**config.mk**
```make
export PLATFORM = sky130hd
export DESIGN_NAME = hazard_forward_ctrl
export DESIGN_NICKNAME = d
export VERILOG_FILES = /design/src/rtl/my_soc_pipe_pkg.sv /design/src/rtl/fwd_select.sv /design/src/rtl/hazard_forward_ctrl.sv
export SDC_FILE = /design/constraint.sdc
export NUM_CORES = 1
export LEC_CHECK = 0
export BUFFER_PORTS_ARGS = -buffer_cell sky130_fd_sc_hd__buf_2
export CELL_PAD_IN_SITES_DETAIL_PLACEMENT = 1
export CELL_PAD_IN_SITES_GLOBAL_PLACEMENT = 1
export CORE_UTILIZATION = 41
export CTS_CLUSTER_DIAMETER = 200
export DETAILED_ROUTE_END_ITERATION = 16
export PLACE_DENSITY_LB_ADDON = 0.1
export SYNTH_ARGS = -nofsm -noshare
export SYNTH_HDL_FRONTEND = slang
export SYNTH_SLANG_ARGS = --single-unit
```
**constraint.sdc**
```tcl
create_clock -name clk -period 2.6 [get_ports clk]
set_clock_uncertainty 0.15 [all_clocks]
set_input_delay 0.52 -clock clk [delete_from_list [all_inputs] [get_ports clk]]
set_output_delay 0.52 -clock clk [all_outputs]
set_load 0.02 [all_outputs]
```
**src/rtl/my_soc_pipe_pkg.sv**
```systemverilog
// Shared EX-stage pipeline definitions: forward select codes and the shadow
// destination-register slot carried alongside the EX, MEM and WB stages.
package my_soc_pipe_pkg;

    // Slot rd field is wide enough for any register file up to 256 entries;
    // narrower indices are zero-extended on the way in.
    localparam int SLOT_RD_W = 8;

    localparam logic [1:0] FWD_NONE   = 2'b00;
    localparam logic [1:0] FWD_MEM_WB = 2'b01;
    localparam logic [1:0] FWD_EX_MEM = 2'b10;

    typedef struct packed {
        logic                 valid;
        logic [SLOT_RD_W-1:0] rd;
        logic                 reg_write;
        logic                 mem_read;
    } pipe_slot_t;

    localparam pipe_slot_t SLOT_EMPTY = '0;

    // A slot can only be a hazard source if it really writes a non-x0 register.
    function automatic logic slot_writes(input pipe_slot_t s);
        return s.valid & s.reg_write & (s.rd != '0);
    endfunction

    function automatic logic slot_hits(input pipe_slot_t s,
                                       input logic [SLOT_RD_W-1:0] src);
        return slot_writes(s) & (s.rd == src);
    endfunction

endpackage

```
**src/rtl/fwd_select.sv**
```systemverilog
// Operand forward select for one EX source: picks the youngest in-flight
// producer of src among the EX/MEM and MEM/WB slots.
module fwd_select
    import my_soc_pipe_pkg::*;
(
    input  logic [SLOT_RD_W-1:0] src,
    input  logic                 uses,
    input  pipe_slot_t           ex_mem_slot,
    input  pipe_slot_t           mem_wb_slot,
    output logic [1:0]           sel
);

    logic ex_mem_hit;
    logic mem_wb_hit;

    assign ex_mem_hit = uses & slot_hits(ex_mem_slot, src);
    assign mem_wb_hit = uses & slot_hits(mem_wb_slot, src);

    always_comb begin
        sel = FWD_NONE;
        if (ex_mem_hit)
            sel = FWD_EX_MEM;
        else if (mem_wb_hit)
            sel = FWD_MEM_WB;
    end

endmodule

```
**src/rtl/hazard_forward_ctrl.sv**
```systemverilog
// EX-stage hazard unit: shadow rd pipeline, registered forward selects for the
// instruction entering EX, and the load-use stall with a saturating counter.
module hazard_forward_ctrl
    import my_soc_pipe_pkg::*;
#(
    parameter int REG_ADDR_W = 5,
    parameter int CNT_W      = 16
) (
    input  logic                  clk,
    input  logic                  rst_n,
    input  logic                  id_valid,
    input  logic [REG_ADDR_W-1:0] id_rs1,
    input  logic [REG_ADDR_W-1:0] id_rs2,
    input  logic                  id_uses_rs1,
    input  logic                  id_uses_rs2,
    input  logic [REG_ADDR_W-1:0] id_rd,
    input  logic                  id_reg_write,
    input  logic                  id_mem_read,
    input  logic                  flush,
    input  logic                  mem_busy,
    output logic [1:0]            forward_a,
    output logic [1:0]            forward_b,
    output logic                  stall_id,
    output logic [CNT_W-1:0]      stall_count
);

    localparam int NUM_SRC = 2;

    pipe_slot_t ex_slot;
    pipe_slot_t mem_slot;
    pipe_slot_t wb_slot;
    pipe_slot_t id_slot;

    logic [NUM_SRC-1:0][SLOT_RD_W-1:0] src_idx;
    logic [NUM_SRC-1:0]                src_uses;
    logic [NUM_SRC-1:0][1:0]           fwd_sel;
    logic [NUM_SRC-1:0][1:0]           fwd_q;
    logic [NUM_SRC-1:0]                load_use_hit;

    logic advance;
    logic ex_bubble;

    assign src_idx[0]  = SLOT_RD_W'(id_rs1);
    assign src_idx[1]  = SLOT_RD_W'(id_rs2);
    assign src_uses[0] = id_uses_rs1;
    assign src_uses[1] = id_uses_rs2;

    always_comb begin
        id_slot           = SLOT_EMPTY;
        id_slot.valid     = id_valid;
        id_slot.rd        = SLOT_RD_W'(id_rd);
        id_slot.reg_write = id_reg_write;
        id_slot.mem_read  = id_mem_read;
    end

    // The current EX and MEM slots are exactly what will sit in EX/MEM and
    // MEM/WB once the ID instruction has moved into EX.
    for (genvar s = 0; s < NUM_SRC; s++) begin : g_src
        fwd_select u_fwd_select (
            .src         (src_idx[s]),
            .uses        (src_uses[s]),
            .ex_mem_slot (ex_slot),
            .mem_wb_slot (mem_slot),
            .sel         (fwd_sel[s])
        );

        assign load_use_hit[s] = src_uses[s] & slot_hits(ex_slot, src_idx[s]);
    end

    // A taken flush kills the consumer, so there is nothing left to stall.
    assign stall_id  = id_valid & ex_slot.mem_read & (|load_use_hit) & ~flush;

    assign advance   = ~mem_busy;
    assign ex_bubble = flush | stall_id | ~id_valid;

    always_ff @(posedge clk or negedge rst_n) begin
        if (!rst_n) begin
            ex_slot  <= SLOT_EMPTY;
            mem_slot <= SLOT_EMPTY;
            wb_slot  <= SLOT_EMPTY;
        end else if (advance) begin
            wb_slot  <= mem_slot;
            mem_slot <= ex_slot;
            ex_slot  <= ex_bubble ? SLOT_EMPTY : id_slot;
        end
    end

    always_ff @(posedge clk or negedge rst_n) begin
        if (!rst_n) begin
            fwd_q <= '0;
        end else if (advance) begin
            for (int s = 0; s < NUM_SRC; s++)
                fwd_q[s] <= ex_bubble ? FWD_NONE : fwd_sel[s];
        end
    end

    always_ff @(posedge clk or negedge rst_n) begin
        if (!rst_n)
            stall_count <= '0;
        else if (advance && stall_id && (stall_count != '1))
            stall_count <= stall_count + 1'b1;
    end

    assign forward_a = fwd_q[0];
    assign forward_b = fwd_q[1];

endmodule

```
==> results.py <==
metrics = {
    "synthesis": {
        "yosysWarningCount": 0,
        "synth_area_per_cell_um2": 11.2,
        "synthCells": 166,
        "synth_ff_type": "dfrtp_1",
        "ys_ff_latch": 35,
        "synthesis.nets": 191,
        "synth_sequential_area_ratio_pct": 47.3,
        "synth-edff-count": 0,
        "async_flop_share_pct": 100,
        "synthesis.area_um2": 1850,
        "yosys.cell_types.count": 38,
    },
    "worst_setup_path": {
        "crit_chain": "or4_4 > o211ai_2 > nor2_2 > and4b_1 > buf_6",
        "critPathMaxFanout": 4,
        "worst_path_max_delay_cell": "or4_4",
        "critPathArrivalTime_ns": 1.90,
        "max_stage_delay_ns": 0.56,
        "critical_path_required_ns": 1.93,
        "ws_path_type": "flop to output port",
        "timing.critical_path.from_type": "flop",
        "worst-r2r-setup-slack_ns": 0.32,
        "critPathCaptureType": "output port",
    },
    "global_routing": {
        "via_count_of_the_first_global_routing_pass": 1628,
        "grt_antenna_before_repair": 0,
        "grt_pass1_wl_um": 8070,
        "grt_max_degree": 36,
        "gr-total-overflow": 0,
        "groute.usage.overall_pct": 21.1,
    },
    "cts": {
        "cts_inserted_buffers": 5,
        "htree_num_levels": 2,
        "clock_tree.buffer_depth": 2,
        "clock_insertion_delay_worst_skew_ns": 0.28,
        "clock_tree_root": "clkbuf_8",
        "cts_tree": "done",
        "cts_sinks": 35,
        "cts_hold_buffers": 0,
        "cts.clk_slew.worst_paths_ns": 0.08,
    },
    "pwr": {
        "power.combinational.fraction_pct": 10.3,
        "internal_cell_power_mw": 0.931,
        "largest_vdd_supply_drop_uv": 223,
        "power-per-cell-area_nw_per_um2": 516,
        "power.static_leakage_nw": 1.13,
        "power.switching_mw": 0.287,
        "clock_power_share_pct": 41.8,
        "power_mw": 1.22,
        "sw_ratio_pct": 23.5,
        "power.sequential.fraction_pct": 47.9,
    },
    "sta": {
        "maxSlewHeadroom_pct": 48.7,
        "final_hold_viol_count": 0,
        "final_max_slew_viol_count": 0,
        "final_period_minus_worst_setup_slack_ns": 2.57,
        "timing.final.crit_share_pct": 98.9,
        "finalSetupViolations": 0,
        "worst_margin_pin_slew_ns": 0.770,
        "whs_ns": 0.155,
        "fmaxAchievable_mhz": 389,
    },
    "layout": {
        "most-common-layout-cells": "buf_2 (43), dfrtp_1 (30), xnor2_1 (19)",
        "num-fill-cells": 476,
        "antenna_cells_inserted": 0,
        "finalNonFillerCells": 277,
        "nets": 249,
        "drive_above_1_share_pct": 37.8,
        "post-route-cell-area_um2": 2360,
        "layout_commonest_cell": "buf_2",
        "flow.area_growth_from_synthesis_pct": 27.3,
    },
    "placement": {
        "post_dp_cell_area_um2": 2150,
        "place.gp.congestion": 0.901,
        "numPlacedInstances": 263,
        "hpwlAfterDp_um": 3480,
        "count_of_input_and_output_buffers": 44,
    },
    "floorplan": {
        "die_height_um": 69.2,
        "cell_rows": 24,
        "design.portCount": 45,
        "initial_core_utilization_pct": 42.6,
        "core_area_um2": 4350,
        "floorplan.die.width_um": 69.2,
        "die_area_um2": 4790,
    },
    "run": {
        "cap_viol_max_count": 0,
    },
    "drt": {
        "detailedRoute.firstIterationViolations": 40,
        "detail_route.wl_per_cell_um": 16.9,
        "drc_errors": 0,
        "drt-vias-per-instance": 5.56,
        "num_vias": 1540,
        "ant_nets": 0,
        "drt_first_pass_iters": 4,
        "drt_wl_total_um": 4680,
    },
    "hold_path": {
        "min-delay-path-class": "input pin to async pin",
    },
    "outcome": {
        "status": "completed",
    },
}
final timing paths:
check	startpoint	to	cells past startpoint
max	ex_slot[2]	stall_id	5
min	rst_n	forward_b[1]	1
max reg2reg	ex_slot[2]	stall_count[1]	7
min reg2reg	forward_b[0]	forward_b[0]	2
max in group asynchronous	rst_n	ex_slot[6]	1
min in group clk	id_rd[2]	ex_slot[4]	2
cells in the mapped netlist, types with 2 or more instances:
cell | instances | area share [%]
nor2_1 | 5 | 1.0
and4_1 | 3 | 1.4
a22o_1 | 7 | 3.3
dfrtp_1 | 35 | 47
xor2_1 | 16 | 7.6
nand4_1 | 9 | 3.0
nand3_1 | 12 | 3.2
nor3_1 | 3 | 0.81
o2111ai_1 | 2 | 0.95
buf_4 | 2 | 0.81
o31ai_1 | 2 | 0.81
nor3b_1 | 2 | 0.81
o41ai_1 | 2 | 0.95
mux2_2 | 7 | 4.3
nor4_1 | 6 | 2.0
nand2_1 | 10 | 2.0
clkbuf_1 | 2 | 0.41
and3_1 | 3 | 1.0
xnor2_1 | 19 | 9.0
power by group through the flow:
| stage | Combinational (mW) | Sequential [mW] | Clock [mW] |
|---|---|---|---|
| after detailed placement | 0.112 | 0.594 | 0 |
| after floorplan | 0.0637 | 0.586 | 0 |
| after CTS | 0.120 | 0.583 | 0.520 |
| final | 0.125 | 0.584 | 0.509 |
| after global placement | 0.106 | 0.592 | 0 |
| after global routing | 0.138 | 0.586 | 0.547 |
sequential cells by signal, indices dropped and copies added, names as in the netlist:
name / flops
mem_slot: 7
ex_slot: 8
stall_count: 16
forward_b: 2
forward_a: 2
through the flow:
step	setup TNS, ns	worst slack, ns	utilization, %
2_1_floorplan	0	0.135	-
3_3_place_gp	0	0.145	49.5
3_5_place_dp	0	0.0796	49.5
4_1_cts	0	0.00126	53.2
5_1_grt	-0.0191	-0.0191	54.2
6_report	0	0.0284	54.2
cell type report:
cell class	count	area, um^2	area share, %
multi-input cells	126	981	41.6
flip-flops and latches	35	882	37.4
repair buffers	55	309	13.1
clock buffers	6	82.6	3.50
well taps	52	65.1	2.76
clock inverters	2	35.0	1.49
inverters	1	3.75	0.159
worst max-delay path: cells and delay by family, from the launching register on:
kind | cells | cell delay, ns
simple gates | 3 | 0.85
flops | 1 | 0.43
compound gates | 1 | 0.20
buf+inv | 1 | 0.13
repair_timing:
item / 4_1_cts / 5_1_grt
gates cloned: 0 / 0
endpoints found under the setup margin: 1 / 1
setup buffers: 4 / 2
pin swaps: 1 / 4
resized for setup: 5 / 7
routing by layer:
metal | global-route usage (%) | up-vias | wire length (um)
li1 | - | 731 | -
met1 | 26.9 | 771 | 2110
met2 | 36.8 | 32 | 2360
met3 | 4.07 | 6 | 154
met4 | 5.44 | 0 | 52
met5 | 0 | - | 0
logic make-up (layout without fill, tap and decap cells):
family,after synthesis,count (layout),synth area share (%)
compound gates,19,19,9.25
fa+ha+maj,1,1,0.675
mux,8,8,4.86
flops,35,35,47.3
buf+inv,5,64,1.42
simple gates,63,63,20.0
xor+xnor,35,35,16.5
No activity file was read; power rests on OpenSTA's default activity.
